File: src/rtl/store_buffer_pkg.sv
// Shared types and constants for the store buffer: drain FSM states and
// core access-type encodings.
package store_buffer_pkg;

  typedef enum logic {
    SB_IDLE  = 1'b0,
    SB_WRITE = 1'b1
  } sb_state_e;

  localparam logic MEM_READ  = 1'b0;
  localparam logic MEM_WRITE = 1'b1;

  // Count register needs one bit more than a pointer to represent "full".
  function automatic int cnt_width(input int depth);
    return $clog2(depth) + 1;
  endfunction

endpackage

File: src/rtl/store_buffer_fifo.sv
// Entry storage for the store buffer: circular FIFO with head/tail/count,
// push/pop/in-place merge, and a youngest-match associative lookup.
module sb_fifo
  import store_buffer_pkg::*;
#(
  parameter int DEPTH  = 4,
  parameter int ADDR_W = 32,
  parameter int DATA_W = 32,
  localparam int PTR_W = $clog2(DEPTH),
  localparam int CNT_W = cnt_width(DEPTH)
) (
  input  logic              clk,
  input  logic              rst,
  input  logic              push_i,
  input  logic              pop_i,
  input  logic              merge_i,
  input  logic [ADDR_W-1:0] wr_addr_i,
  input  logic [DATA_W-1:0] wr_data_i,
  input  logic [ADDR_W-1:0] lkp_addr_i,
  output logic [CNT_W-1:0]  count_o,
  output logic [ADDR_W-1:0] head_addr_o,
  output logic [DATA_W-1:0] head_data_o,
  output logic              hit_o,
  output logic [DATA_W-1:0] hit_data_o,
  output logic              tail_hit_o
);

  logic [ADDR_W-1:0] addr_q [DEPTH];
  logic [DATA_W-1:0] data_q [DEPTH];
  logic [PTR_W-1:0]  head_q, head_d, tail_q, tail_d, youngest;
  logic [CNT_W-1:0]  count_q, count_d;

  assign youngest = tail_q - PTR_W'(1);

  always_comb begin
    head_d  = pop_i  ? head_q + PTR_W'(1) : head_q;
    tail_d  = push_i ? tail_q + PTR_W'(1) : tail_q;
    count_d = count_q + CNT_W'(push_i) - CNT_W'(pop_i);
  end

  always_ff @(posedge clk) begin
    if (rst) begin
      head_q  <= '0;
      tail_q  <= '0;
      count_q <= '0;
    end else begin
      head_q  <= head_d;
      tail_q  <= tail_d;
      count_q <= count_d;
    end
  end

  // NOTE: entry storage has no reset; validity comes solely from head/count,
  // so stale contents are never observed and the array maps to plain flops/RAM.
  always_ff @(posedge clk) begin
    if (push_i) begin
      addr_q[tail_q] <= wr_addr_i;
      data_q[tail_q] <= wr_data_i;
    end else if (merge_i) begin
      data_q[youngest] <= wr_data_i;
    end
  end

  // NOTE: every output of this always_comb is assigned a default first, so no
  // path through the loop can leave a value held (which would infer a latch).
  // Scan oldest to youngest; the last match wins, giving the youngest entry.
  always_comb begin
    hit_o      = 1'b0;
    hit_data_o = '0;
    for (int k = 0; k < DEPTH; k++) begin
      if ((CNT_W'(k) < count_q) && (addr_q[head_q + PTR_W'(k)] == lkp_addr_i)) begin
        hit_o      = 1'b1;
        hit_data_o = data_q[head_q + PTR_W'(k)];
      end
    end
  end

  assign tail_hit_o  = (count_q != '0) && (addr_q[youngest] == wr_addr_i);
  assign count_o     = count_q;
  assign head_addr_o = addr_q[head_q];
  assign head_data_o = data_q[head_q];

endmodule

File: src/rtl/store_buffer.sv
// Store buffer between the core MEM-stage port and a handshaked write port.
// Build option: define STORE_BUFFER_COALESCE_EN to merge same-address stores.
module store_buffer
  import store_buffer_pkg::*;
#(
  parameter int DEPTH  = 4,
  parameter int ADDR_W = 32,
  parameter int DATA_W = 32
) (
  input  logic              clk,
  input  logic              rst,
  input  logic              core_req,
  input  logic              core_rw,
  input  logic [ADDR_W-1:0] core_addr,
  input  logic [DATA_W-1:0] core_wdata,
  output logic [DATA_W-1:0] core_rdata,
  output logic              core_full,
  output logic              bus_wreq,
  output logic [ADDR_W-1:0] bus_waddr,
  output logic [DATA_W-1:0] bus_wdata,
  input  logic              bus_wack,
  output logic [ADDR_W-1:0] bus_raddr,
  input  logic [DATA_W-1:0] bus_rdata,
  output logic              err_ovf
);

  localparam int CNT_W = cnt_width(DEPTH);
`ifdef STORE_BUFFER_COALESCE_EN
  localparam bit COALESCE_EN = 1'b1;
`else
  localparam bit COALESCE_EN = 1'b0;
`endif

  sb_state_e         state_q;
  logic              bus_wreq_q, err_ovf_q, err_ovf_d;
  logic [CNT_W-1:0]  count;
  logic              store_req, load_req, merge, push, pop, more;
  logic              fwd_hit, tail_hit;
  logic [DATA_W-1:0] fwd_data;

  assign store_req = core_req && (core_rw == MEM_WRITE);
  assign load_req  = core_req && (core_rw == MEM_READ);
  assign core_full = (count == CNT_W'(DEPTH));

  // The head must not change under an outstanding write request.
  assign merge = COALESCE_EN && store_req && tail_hit &&
                 !((state_q == SB_WRITE) && (count == CNT_W'(1)));
  assign push  = store_req && !merge && !core_full;
  assign pop   = (state_q == SB_WRITE) && bus_wack;
  assign more  = (count > CNT_W'(1)) || push;

  assign err_ovf_d = err_ovf_q || (store_req && !merge && core_full);

  sb_fifo #(
    .DEPTH  (DEPTH),
    .ADDR_W (ADDR_W),
    .DATA_W (DATA_W)
  ) u_fifo (
    .clk         (clk),
    .rst         (rst),
    .push_i      (push),
    .pop_i       (pop),
    .merge_i     (merge),
    .wr_addr_i   (core_addr),
    .wr_data_i   (core_wdata),
    .lkp_addr_i  (core_addr),
    .count_o     (count),
    .head_addr_o (bus_waddr),
    .head_data_o (bus_wdata),
    .hit_o       (fwd_hit),
    .hit_data_o  (fwd_data),
    .tail_hit_o  (tail_hit)
  );

  // NOTE: state is updated with non-blocking assignments so every register
  // samples pre-edge values regardless of statement order.
  always_ff @(posedge clk) begin
    if (rst) begin
      state_q    <= SB_IDLE;
      bus_wreq_q <= 1'b0;
      err_ovf_q  <= 1'b0;
    end else begin
      err_ovf_q <= err_ovf_d;
      case (state_q)
        SB_IDLE: begin
          if (count != '0) begin
            state_q    <= SB_WRITE;
            bus_wreq_q <= 1'b1;
          end
        end
        SB_WRITE: begin
          if (bus_wack && !more) begin
            state_q    <= SB_IDLE;
            bus_wreq_q <= 1'b0;
          end
        end
        default: begin
          state_q    <= SB_IDLE;
          bus_wreq_q <= 1'b0;
        end
      endcase
    end
  end

  assign bus_wreq   = bus_wreq_q;
  assign err_ovf    = err_ovf_q;
  assign bus_raddr  = core_addr;
  assign core_rdata = (load_req && fwd_hit) ? fwd_data : bus_rdata;

endmodule

File: config.mk
export PLATFORM = sky130hd
export DESIGN_NAME = store_buffer
export DESIGN_NICKNAME = d
export VERILOG_FILES = /design/src/rtl/store_buffer_pkg.sv /design/src/rtl/store_buffer_fifo.sv /design/src/rtl/store_buffer.sv
export SDC_FILE = /design/constraint.sdc
export NUM_CORES = 1
export LEC_CHECK = 0
export ABC_AREA = 1
export ABC_CLOCK_PERIOD_IN_PS = 8380
export BUFFER_PORTS_ARGS = -buffer_cell sky130_fd_sc_hd__clkbuf_2
export CAP_MARGIN = 10
export CORE_ASPECT_RATIO = 0.8
export CORE_UTILIZATION = 55
export CTS_BUF_LIST = sky130_fd_sc_hd__clkbuf_4
export DETAILED_ROUTE_END_ITERATION = 8
export HOLD_SLACK_MARGIN = 0.06
export PLACE_DENSITY_LB_ADDON = 0.1
export SYNTH_ARGS = -nofsm -noshare
export SYNTH_HDL_FRONTEND = slang
export SYNTH_SLANG_ARGS = --single-unit
File: constraint.sdc
create_clock -name clk -period 8.38 [get_ports clk]
set_clock_uncertainty 0.2 [all_clocks]
set_input_delay 0.419 -clock clk [delete_from_list [all_inputs] [get_ports clk]]
set_output_delay 0.419 -clock clk [all_outputs]
set_load 0.01 [all_outputs]
==> impl_metrics.py <==
metrics = {
    "run_status": {
        "outcome": "finished, final reports clean",
    },
    "yosys": {
        "synthFlopType": "edfxtp_1",
        "synthAdderAreaFrac": 0.00613,
        "syn_area_per_cell_um2": 6.79,
        "ys_seq_elements": 268,
        "synth-edff-count": 256,
        "yosysUniqueCellTypes": 38,
        "synth_top_cell_by_area": "edfxtp_1",
        "synth_cells": 2889,
        "synthTopCellsByArea": "edfxtp_1 (39%), nand2_1 (23%), nand3_1 (8.1%)",
        "synth_top_family_by_area": "simple AND/OR/NAND/NOR gates",
        "synth_mux_area_frac": 0.0163,
        "synth_compound_area_frac": 0.102,
        "async_flop_share": 0,
        "synth_xor_area_frac": 0.00804,
        "synth.net_count": 2999,
        "yosysWarnings": 0,
        "synth-simple-area-share": 0.366,
        "synth_top_area_frac": 0.392,
        "ys_seq_area_frac": 0.404,
        "syn_area_mm2": 0.0196,
    },
    "cells_and_area": {
        "seqCellArea_mm2": 0.00794,
        "final_common_cell": "nand2_1",
        "nFillCells": 3185,
        "nNetsFinal": 3212,
        "multi_input_area_mm2": 0.00983,
        "drive_above_1_share": 0.128,
        "area_growth_pct": 13.6,
        "mostFrequentLayoutCells": "nand2_1 (1,200), nand3_1 (318), edfxtp_1 (256), nor2_1 (235), inv_1 (232)",
    },
    "setup_path": {
        "critPathMaxStageDelay_ns": 0.70,
        "crit_required_ns": 7.76,
        "crit_path_start_kind": "register",
        "end_kind": "output pin",
        "crit_top_cell": "nand2_1",
        "criticalPathCategory": "reg -> out",
        "rrSetupSlack_ns": 5.06,
        "critPathArrivalTime_ns": 6.23,
        "worstPathMaxFanout": 68,
        "crit_chain": "buf_4 -> buf_4 -> o21ai_0 -> nand2_1 -> nand2_1 -> nand2_1 -> o21ai_0 -> a21oi_1 -> nand2_1 -> nor2_2 -> buf_4 -> nand3_2 -> buf_4 -> nand2_1 -> nor2_2 -> nor2_8 -> inv_2 -> nand2_1 -> nand2_1 -> clkbuf_2",
        "critPathSlowestCell": "dfxtp_4",
    },
    "grt": {
        "track_usage": 0.384,
        "grt_pass1_wl_um": 106000,
        "grt-ovfl-total": 0,
        "grt_pass1_vias": 19000,
        "antenna_found_initial": 4,
        "grt_max_degree": 101,
    },
    "route": {
        "wl_met2_um": 28900,
        "drc_errors": 0,
        "ant_nets": 0,
        "wl_met1_um": 29800,
        "routed_wl_um": 70100,
        "first_pass_iters": 6,
        "wl_per_cell_um": 19.3,
        "wl_met3_um": 9270,
        "viasPerCell": 5.82,
        "drt_iter0_markers": 2807,
        "routed.top_layer": "met5",
        "via_count": 21100,
    },
    "sta": {
        "max_slew_margin": 0.203,
        "hold_violations": 0,
        "setup_viol": 0,
        "tns_ns": 0,
        "period_needed_ns": 6.85,
        "worst-slew-pin-transition_ns": 1.19,
        "setup_ws_ns": 1.53,
        "fmax_mhz": 146,
        "rsz0062_at_grt": "no",
        "whs_ns": 0.210,
        "fin_crit_sh": 0.817,
        "drv_slew": 0,
    },
    "die": {
        "die-area_mm2": 0.0364,
        "rows": 61,
        "core_region_area_mm2": 0.0350,
        "die_w_um": 213,
        "boundaryPins": 232,
        "die_h_um": 171,
        "initial_utilization": 0.561,
    },
    "place": {
        "port_buffers": 231,
        "pre_cts_ws_ns": 2.48,
        "dp_hpwl_um": 44300,
        "gp_congestion": 0.985,
    },
    "pwr": {
        "p_leak_nw": 10.7,
        "p_per_area_mw_per_mm2": 231,
        "p_comb_frac": 0.447,
        "p_int_mw": 2.84,
        "clockPowerShare": 0.237,
        "pwr-share-seq": 0.316,
        "net-switching-power_mw": 2.30,
        "peakVddDrop_uv": 163,
        "finalPower_mw": 5.14,
        "swShare": 0.448,
    },
    "clock_tree": {
        "clock-root-buffer": "clkbuf_4",
        "cts_hold_buffers": 69,
        "worst_skew_pair.late_latency_ns": 0.77,
        "cts_setup_buffers": 0,
        "clkTransAtPathRegs_ns": 0.07,
        "cts_buffer_depth": 3,
        "htree_levels": 3,
        "cts_made_buffers": 71,
        "ctsResizeCount": 0,
        "cts.sinks": 268,
        "cts_tree": "yes",
    },
    "hold_path": {
        "hold_class": "in -> reg",
    },
    "flow_run": {
        "cap_violations": 0,
    },
}
## critical path: cells and delay by family, from the launching register on
family,cells,cell delay (ns)
AOI/OAI and AO/OA,3,0.56
buffers and inverters,6,2.63
DFF,1,0.70
and+or+nand+nor,11,1.45
## cells by family (layout without fill, tap and decap cells)
logic type,Yosys count,count (layout)
simple gates,1785,1785
buf+inv,431,696
compound gates,346,346
flops,268,268
mux,32,32
xor+xnor,18,18
fa+ha+maj,9,9
other cells,0,4
## layer usage
layer  up-vias  global-route usage
li1       9910                   -
met1      9685               0.557
met5         -                   0
met3       187              0.0965
met2      1356               0.546
met4         2               0.146
## synth_stat cells, types with 4 or more instances
| cell | instances |
|---|---|
| xor2_1 | 17 |
| buf_1 | 6 |
| buf_6 | 5 |
| dfxtp_1 | 12 |
| clkbuf_1 | 72 |
| inv_1 | 232 |
| nand3_1 | 318 |
| buf_2 | 59 |
| buf_4 | 47 |
| o21ai_0 | 202 |
| o211ai_1 | 33 |
| nand4_1 | 9 |
| a22oi_1 | 4 |
| nor2_1 | 244 |
| inv_2 | 7 |
| ha_1 | 8 |
| o21ai_1 | 13 |
| a221oi_1 | 31 |
| a21oi_1 | 28 |
| o22ai_1 | 32 |
| nand2_1 | 1201 |
| edfxtp_1 | 256 |
| mux2i_1 | 32 |
## final timing paths
kind                                   startpoint                   end  cells past startpoint
worst max-delay path             u_fifo.head_q[0]         core_rdata[4]                     20
worst min-delay path               core_wdata[20]  u_fifo.data_q[2][20]                      2
worst max register to register  u_fifo.count_o[2]   u_fifo.data_q[3][9]                      6
worst min register to register            err_ovf               err_ovf                      2
## registers in the layout, indices dropped and copies added (netlist names), named ones only
register / flops
u_fifo.addr_q: 128
u_fifo.data_q: 128
u_fifo.count_o: 3
u_fifo.head_q: 2
u_fifo.tail_q: 2
bus_wreq: 1
err_ovf: 1
state_q: 1
## final cells by class
type,instances,share of cell area
antenna,4,0.000450
clock buffer,104,0.0351
clock inverter,21,0.00646
inverter,242,0.0410
multi-input combinational,2190,0.441
sequential,268,0.356
tap,472,0.0265
timing repair buffer,329,0.0927
## stage by stage
stage | util | instance area, µm² | instances
final | 0.637 | 22300 | 3630
after global routing | 0.637 | 22300 | 3629
after CTS | 0.637 | 22300 | 3626
after detailed placement | 0.590 | 20600 | 3432
after global placement | 0.590 | 20600 | 3432
after floorplan | - | 19600 | 2889
## power groups by stage
stage	Clock (mW)	Combinational [mW]	Sequential [mW]
2_1_floorplan	0	1.52	1.61
3_3_place_gp	0	2.16	1.64
3_5_place_dp	0	2.19	1.65
4_1_cts	1.23	2.23	1.62
5_1_grt	1.29	2.52	1.63
6_report	1.22	2.30	1.62
No activity file was read; power rests on OpenSTA's default activity.
